--- src/rtl/wb_regfile_if.sv ---
// Writeback-stage bus: MEM/WB beat in, decode read ports and WB/forwarding info out.
interface wb_regfile_if #(parameter int XLEN = 32);
    logic            mem_to_reg;
    logic            reg_write;
    logic [XLEN-1:0] mem_data;
    logic [XLEN-1:0] alu_result;
    logic [31:0]     rd;
    logic [2:0]      load_funct3;
    logic            retire;
    logic [4:0]      rs1_addr;
    logic [4:0]      rs2_addr;
    logic [XLEN-1:0] rs1_data;
    logic [XLEN-1:0] rs2_data;
    logic            wb_en;
    logic [4:0]      wb_rd;
    logic [XLEN-1:0] wb_data;
    logic [63:0]     instret;

    modport master (
        output mem_to_reg, reg_write, mem_data, alu_result, rd, load_funct3,
               retire, rs1_addr, rs2_addr,
        input  rs1_data, rs2_data, wb_en, wb_rd, wb_data, instret
    );

    modport slave (
        input  mem_to_reg, reg_write, mem_data, alu_result, rd, load_funct3,
               retire, rs1_addr, rs2_addr,
        output rs1_data, rs2_data, wb_en, wb_rd, wb_data, instret
    );
endinterface

--- src/rtl/wb_regfile.sv ---
// RV32I writeback stage: load extraction, WB mux, 32x32 register file with
// write-through bypass on both read ports, and a 64-bit retired-instruction counter.
module wb_regfile #(
    parameter int XLEN  = 32,
    parameter int NREGS = 32
) (
    input logic         clk,
    input logic         reset,
    wb_regfile_if.slave bus
);
    logic [XLEN-1:0] r_regs [NREGS];
    logic [63:0]     r_instret;

    logic [1:0]      w_off;
    logic [7:0]      w_byte;
    logic [15:0]     w_half;
    logic [XLEN-1:0] w_load;
    logic [XLEN-1:0] w_wb_data;
    logic [4:0]      w_rd;
    logic            w_wb_en;
    logic            w_unused;

    assign w_off    = bus.alu_result[1:0];
    assign w_rd     = bus.rd[4:0];
    assign w_unused = &{1'b0, bus.rd[31:5]};
    assign w_wb_en  = bus.reg_write && (w_rd != 5'd0);
    assign w_byte   = bus.mem_data[{w_off, 3'b000} +: 8];
    assign w_half   = bus.mem_data[{w_off[1], 4'b0000} +: 16];

    always_comb begin
        w_load = bus.mem_data;
        case (bus.load_funct3)
            3'b000:  w_load = {{(XLEN-8){w_byte[7]}}, w_byte};
            3'b100:  w_load = {{(XLEN-8){1'b0}}, w_byte};
            3'b001:  w_load = {{(XLEN-16){w_half[15]}}, w_half};
            3'b101:  w_load = {{(XLEN-16){1'b0}}, w_half};
            default: w_load = bus.mem_data;
        endcase
    end

    assign w_wb_data = bus.mem_to_reg ? w_load : bus.alu_result;

    // Bypass sits after the WB mux so a same-cycle write is visible to decode.
    always_comb begin
        bus.rs1_data = r_regs[bus.rs1_addr];
        if (bus.rs1_addr == 5'd0)
            bus.rs1_data = '0;
        else if (w_wb_en && (w_rd == bus.rs1_addr))
            bus.rs1_data = w_wb_data;
    end

    always_comb begin
        bus.rs2_data = r_regs[bus.rs2_addr];
        if (bus.rs2_addr == 5'd0)
            bus.rs2_data = '0;
        else if (w_wb_en && (w_rd == bus.rs2_addr))
            bus.rs2_data = w_wb_data;
    end

    always_ff @(posedge clk) begin
        if (reset) begin
            for (int i = 0; i < NREGS; i++)
                r_regs[i] <= '0;
            r_instret <= '0;
        end else begin
            if (w_wb_en)
                r_regs[w_rd] <= w_wb_data;
            if (bus.retire)
                r_instret <= r_instret + 64'd1;
        end
    end

    assign bus.wb_en   = w_wb_en;
    assign bus.wb_rd   = w_rd;
    assign bus.wb_data = w_wb_data;
    assign bus.instret = r_instret;
endmodule

--- src/flat_wrapper.sv ---
// flat-port wrapper written by rule: the top's interface ports become plain ports
module wb_regfile_flat 
#(
    parameter int XLEN  = 32,
    parameter int NREGS = 32
)
  (clk, reset, bus_mem_to_reg, bus_reg_write, bus_mem_data, bus_alu_result, bus_rd, bus_load_funct3, bus_retire, bus_rs1_addr, bus_rs2_addr, bus_rs1_data, bus_rs2_data, bus_wb_en, bus_wb_rd, bus_wb_data, bus_instret);
  wb_regfile_if #(.XLEN(XLEN)) bus_i ();
  input logic clk;
  input logic reset;
  input wire logic [$bits(bus_i.mem_to_reg)-1:0] bus_mem_to_reg;
  input wire logic [$bits(bus_i.reg_write)-1:0] bus_reg_write;
  input wire logic [$bits(bus_i.mem_data)-1:0] bus_mem_data;
  input wire logic [$bits(bus_i.alu_result)-1:0] bus_alu_result;
  input wire logic [$bits(bus_i.rd)-1:0] bus_rd;
  input wire logic [$bits(bus_i.load_funct3)-1:0] bus_load_funct3;
  input wire logic [$bits(bus_i.retire)-1:0] bus_retire;
  input wire logic [$bits(bus_i.rs1_addr)-1:0] bus_rs1_addr;
  input wire logic [$bits(bus_i.rs2_addr)-1:0] bus_rs2_addr;
  output wire logic [$bits(bus_i.rs1_data)-1:0] bus_rs1_data;
  output wire logic [$bits(bus_i.rs2_data)-1:0] bus_rs2_data;
  output wire logic [$bits(bus_i.wb_en)-1:0] bus_wb_en;
  output wire logic [$bits(bus_i.wb_rd)-1:0] bus_wb_rd;
  output wire logic [$bits(bus_i.wb_data)-1:0] bus_wb_data;
  output wire logic [$bits(bus_i.instret)-1:0] bus_instret;
  assign bus_i.mem_to_reg = bus_mem_to_reg;
  assign bus_i.reg_write = bus_reg_write;
  assign bus_i.mem_data = bus_mem_data;
  assign bus_i.alu_result = bus_alu_result;
  assign bus_i.rd = bus_rd;
  assign bus_i.load_funct3 = bus_load_funct3;
  assign bus_i.retire = bus_retire;
  assign bus_i.rs1_addr = bus_rs1_addr;
  assign bus_i.rs2_addr = bus_rs2_addr;
  assign bus_rs1_data = bus_i.rs1_data;
  assign bus_rs2_data = bus_i.rs2_data;
  assign bus_wb_en = bus_i.wb_en;
  assign bus_wb_rd = bus_i.wb_rd;
  assign bus_wb_data = bus_i.wb_data;
  assign bus_instret = bus_i.instret;
  wb_regfile #(.XLEN(XLEN), .NREGS(NREGS)) u_core (.clk(clk), .reset(reset), .bus(bus_i));
endmodule
--- config.mk ---
export PLATFORM = sky130hd
export DESIGN_NAME = wb_regfile_flat
export DESIGN_NICKNAME = d
export VERILOG_FILES = /design/src/rtl/wb_regfile_if.sv /design/src/rtl/wb_regfile.sv /design/src/flat_wrapper.sv
export SDC_FILE = /design/constraint.sdc
export NUM_CORES = 2
export LEC_CHECK = 0
export BUFFER_PORTS_ARGS = -buffer_cell sky130_fd_sc_hd__buf_2
export CORE_MARGIN = 1
export CORE_UTILIZATION = 50
export DETAILED_ROUTE_END_ITERATION = 8
export PLACE_DENSITY = 0.7
export SYNTH_ARGS = -nofsm -noshare
export SYNTH_HDL_FRONTEND = slang
export SYNTH_SLANG_ARGS = --single-unit
--- constraint.sdc ---
create_clock -name clk -period 4.55 [get_ports clk]
set_clock_uncertainty 0.1 [all_clocks]
set_input_delay 1.365 -clock clk [delete_from_list [all_inputs] [get_ports clk]]
set_output_delay 1.365 -clock clk [all_outputs]
set_load 0.005 [all_outputs]
Yosys cells after proc, flatten, opt, wreduce, memory -nomap -nowiden --
Memories as Yosys holds them, arrays and structs flattened. Cells that the tools add are included.
Storage, ports and cells: bits in registers 64, RAM bits 1024, output and inout port bits 166, word-level logic and storage cells 32, memories 1
Operators by class: add/subtract/negate cells 1, equality and inequality tests 5, shift operators 2, multiplexer cells 14, reductions and logical operators 8
Memories:
- u_core.r_regs | words 32, bits a word 32, read ports 2, clocked after memory_dff 0, write ports 32, line wb_regfile.sv:11 | logic [XLEN-1:0] r_regs [NREGS];
Operators with widths (count):
- two-way mux 32 bit | 6
- case mux 32 bit (4 select lines) | 1
- adder 64 x 1 -> 64 bit, second input constant | 1
- OR reduction 32 bit | 1
- variable part select 32 x 6 -> 16 bit | 1
- variable part select 32 x 6 -> 8 bit | 1
- equality test 5 bit | 2
- zero test 5 bit | 2
- equality test 3 bit, second input constant | 2
- two-way mux 1 bit | 6
- two-way mux 5 bit | 1
- nonzero test 5 bit | 1
- equality test 3 x 1 -> 1 bit, second input constant | 1
- logical AND 1 bit | 3
- zero test 3 bit | 1

Longest topological paths before layout --
word-level depth 7, gate-level depth with buffers 11

Worst setup path after synthesis --
Ideal clock, no wire load.
path type input -> output, start point in bus_rs2_addr[0], end point out bus_rs2_data[23], arrival 3027 ps, setup slack 58 ps, stages 7, path buffers 3, cell sequence buf_4 buf_2 buf_4 mux4_2 a221oi_1 o221a_2 a211oi_1
Between the ends: word-level cells in the longest chain between the ends 4
RTL lines:
- start: declaration | line flat_wrapper.sv:19 | input wire logic [$bits(bus_i.rs2_addr)-1:0] bus_rs2_addr;
- parallel branches: the longest is 3 deep, another holds memory (32 x 32 bit)
- two-way mux 32 bit (*) | line wb_regfile.sv:54 | if (bus.rs2_addr == 5'd0)
- end: declaration | line flat_wrapper.sv:21 | output wire logic [$bits(bus_i.rs2_data)-1:0] bus_rs2_data;
Mark *: on every way between the ends.

Final worst setup path --
start point in bus_rs1_addr[0], end point out bus_rs1_data[14]
Between the ends: word-level cells in the longest chain between the ends 4
RTL lines:
- start: declaration | line flat_wrapper.sv:18 | input wire logic [$bits(bus_i.rs1_addr)-1:0] bus_rs1_addr;
- parallel branches: the longest is 3 deep, another holds memory (32 x 32 bit)
- two-way mux 32 bit (*) | line wb_regfile.sv:46 | if (bus.rs1_addr == 5'd0)
- end: declaration | line flat_wrapper.sv:20 | output wire logic [$bits(bus_i.rs1_data)-1:0] bus_rs1_data;
Marked as above.

==> flow_metrics.env <==
export IMPL_critPathTopFamily="buffers and inverters"
export IMPL_grt_start_max_net_pins=67
export IMPL_start_util_pct=50.43
export IMPL_fmax_mhz=203.0
export IMPL_wirelength_um=222300
export IMPL_num_nets_final=5359
export IMPL_ant_nets=0
export IMPL_postSynthAreaPerCell_um2=13.10
export IMPL_grt_pass1_vias=44889
export IMPL_ff2ff_path_depth=6
export IMPL_rsz0062_at_grt="yes"
export IMPL_hold_class="flop to flop"
export IMPL_end_kind="output port"
export IMPL_worst_path_max_fanout=7
export IMPL_wl_per_cell_um=32.41
export IMPL_dp_hpwl_um=135500
export IMPL_finalWorstPathRequiredPeriod_ns=4.927
export IMPL_slew_headroom_pct=45.92
export IMPL_postLayoutCoreUtil_pct=66.44
export IMPL_clock_path_buffers=3
export IMPL_finalMaxSlewViolations=0
export IMPL_synth_cells=4395
export IMPL_worst_pin_slew_ns=0.8111
export IMPL_reg2reg_slack_ns=2.06
export IMPL_cts_tree="yes"
export IMPL_cp_num_buf_inv=5
export IMPL_rows=124
export IMPL_setup_viol=78
export IMPL_synth_seq_area_share_pct=55.62
export IMPL_vias=46453
export IMPL_viasPerCell=6.774
export IMPL_drive_gt1_share_pct=41.70
export IMPL_ys_flop_type="edfxtp_1"
export IMPL_numPortBuffers=252
export IMPL_die_area_um2=116500
export IMPL_drt_iter0_markers=7415
export IMPL_synth_top_area_cell="edfxtp_1"
export IMPL_insertion_delay_ns=0.75
export IMPL_clock_sinks=1088
export IMPL_overflow=0
export IMPL_synth_top_area_share_pct=53.39
export IMPL_hold_worst_slack_ns=0.4106
export IMPL_cap_viol_max_count=0
export IMPL_finalWorstSetupSlack_ns=-0.3773
export IMPL_r2r_end="u_core.bus.instret[54]"
export IMPL_crit_arrival_ns=3.46
export IMPL_violations="setup timing"
export IMPL_fp_dieH_um=341.4
export IMPL_outcome="complete, but fails checks"
export IMPL_hold_viol_final=0
export IMPL_h_tree_depth=3
export IMPL_worstReg2RegStart="u_core.bus.instret[25]"
export IMPL_synth_seq_cells=1088
export IMPL_async_flop_share_pct=0
export IMPL_die_w_um=341.4
export IMPL_synth_top_cells_by_area="edfxtp_1, mux4_2, nor2_1"
export IMPL_drtPass1Iterations=6
export IMPL_clock_root_buffer="clkbuf_16"
export IMPL_postPlaceCellArea_um2=65060
export IMPL_cpPeakStageDelay_ns=0.49
export IMPL_areaGrowthSynthToFinish_pct=31.74
export IMPL_cts_buffers=115
export IMPL_place_congestion=0.9754
export IMPL_netlist_area_um2=57590
export IMPL_design_area_um2=75870
export IMPL_path_class="input pin to output port"
export IMPL_num_io_pins=280
export IMPL_track_usage_pct=36.41
export IMPL_crit_required_ns=3.08
export IMPL_startpoint_type="input pin"
export IMPL_synth_warnings=0
export IMPL_power_density_nw_per_um2=345.3
export IMPL_drc=0
export IMPL_cp_slowest_cell="a211oi_4"
export IMPL_whs_endpoint="u_core.bus.instret[31]"
export IMPL_hp_start="u_core.bus.instret[31]"
export IMPL_synth_most_common_cell="nor2_1"
export IMPL_clkTransAtPathRegs_ns=0.06
export IMPL_hold_buffers=0
export IMPL_timing_final_crit_share_pct=108.3
export IMPL_synth_edf_count=1024
export IMPL_synth_common_cells="nor2_1, edfxtp_1, mux4_2"
export IMPL_whs_path_depth=2
export IMPL_core_um2=114200
export IMPL_vdd_ir_drop_max_mv=0.3543
export IMPL_yosysUniqueCellTypes=73
export IMPL_p_leak_nw=28.34
export IMPL_crit_chain="buf_16 -> buf_16 -> buf_4 -> mux4_2 -> and2_1 -> a211oi_2 -> a211oi_2 -> buf_4 -> nor3_4 -> a211oi_4 -> buf_6"
export IMPL_grt_pass1_wl_um=304400
export IMPL_antenna_found_initial=7
==> state kept, by name, indices dropped and copies added (netlist names) <==
name,flops
u_core.bus.instret,64
u_core.r_regs,1024
==> what timing repair did <==
action | in CTS | in global routing
setup buffers | 156 | 123
endpoints found under the hold margin | 0 | 0
resized for setup | 547 | 388
setup endpoints to repair | 91 | 89
pin swaps | 88 | 143
cloned | 28 | 12
==> how the worst max path moves through the flow <==
stage	start	end	slack, ns	depth (start not counted)
after floorplan	bus_rs2_addr[0]	bus_rs2_data[23]	0.06	7
after global placement	bus_alu_result[1]	bus_rs2_data[14]	-0.92	7
after detailed placement	bus_alu_result[1]	bus_rs2_data[14]	-0.90	7
after CTS	bus_rs1_addr[0]	bus_rs1_data[16]	-0.30	11
after global routing	bus_rs1_addr[0]	bus_rs1_data[15]	-0.39	13
final	bus_rs1_addr[0]	bus_rs1_data[14]	-0.38	11
==> cells by family (layout without fill, tap and decap cells) <==
| group | after synthesis | after routing | share of synthesized area [%] |
|---|---|---|---|
| compound gates | 423 | 423 | 5.903 |
| flops | 1088 | 1088 | 55.62 |
| mux | 715 | 715 | 21.52 |
| buf+inv | 505 | 1422 | 4.560 |
| fa+ha+maj | 1 | 1 | 0.02172 |
| simple gates | 1600 | 1600 | 11.43 |
| other cells | 1 | 35 | 0.006512 |
| xor+xnor | 62 | 62 | 0.9429 |
==> routing by layer <==
layer / global-route usage [%] / wire length (um) / vias to the layer above
met1: 46.30 / 71790 / 22782
met3: 11.39 / 35010 / 991
met2: 54.71 / 98260 / 4400
li1: - / - / 18270
met4: 22.15 / 17150 / 10
met5: 0 / 55 / -
==> placed cells by master (no fill, tap or decap), drive strengths merged, types with 7 or more instances in the layout <==
| cell | n |
|---|---|
| buf | 1133 |
| nor2 | 1101 |
| edfxtp | 1024 |
| mux4 | 417 |
| mux2i | 285 |
| nand2 | 232 |
| clkbuf | 153 |
| a211oi | 98 |
| o21ai | 67 |
| dfxtp | 64 |
| nand3 | 61 |
| a22oi | 60 |
| inv | 58 |
| clkinv | 57 |
| nor3 | 56 |
| a221oi | 56 |
| a21oi | 47 |
| xnor2 | 41 |
| nand2b | 37 |
| conb | 32 |
| o221a | 24 |
| and2 | 23 |
| o221ai | 22 |
| xor2 | 21 |
| and3 | 19 |
| nand4 | 18 |
| nor4 | 16 |
| mux2 | 13 |
| a22o | 12 |
| nor2b | 12 |
| o2111ai | 11 |
| or3 | 10 |
| bufinv | 10 |
| clkinvlp | 7 |
==> worst register-to-register path: cells and delay by family, from the launching register on <==
family	cells	cell delay (ns)
XOR/XNOR	1	0.17
flip-flops	1	0.45
AND/OR/NAND/NOR	5	1.63
==> layout make-up <==
cell class / count / area [um2]
tap: 1512 / 1892
antenna: 3 / 7.507
sequential: 1088 / 32030
multi-input combinational: 2833 / 26040
clock inverter: 75 / 724.4
timing repair buffer: 1149 / 11900
clock buffer: 141 / 2997
fill: 7606 / 38320
inverter: 57 / 274.0
==> stage by stage <==
stage	power [W]	setup WS (ns)	cells	TNS (ns)
after floorplan	0.01391	0.05842	4426	0
after global placement	0.01570	-0.9192	6397	-36.77
after detailed placement	0.01579	-0.8994	6397	-37.90
after CTS	0.02556	-0.3011	6777	-13.10
after global routing	0.02664	-0.3900	6855	-18.66
final	0.02620	-0.3773	6858	-16.57
==> power by group <==
| group | leakage, nW | internal [W] | switching, W | total (W) |
|---|---|---|---|---|
| Combinational | 16.3 | 0.00229 | 0.00270 | 0.00499 |
| Sequential | 10.3 | 0.0115 | 0.000291 | 0.0118 |
| Clock | 1.80 | 0.00527 | 0.00419 | 0.00945 |
| Total | 28.3 | 0.0190 | 0.00718 | 0.0262 |
Power figures use the tool's default switching activity.
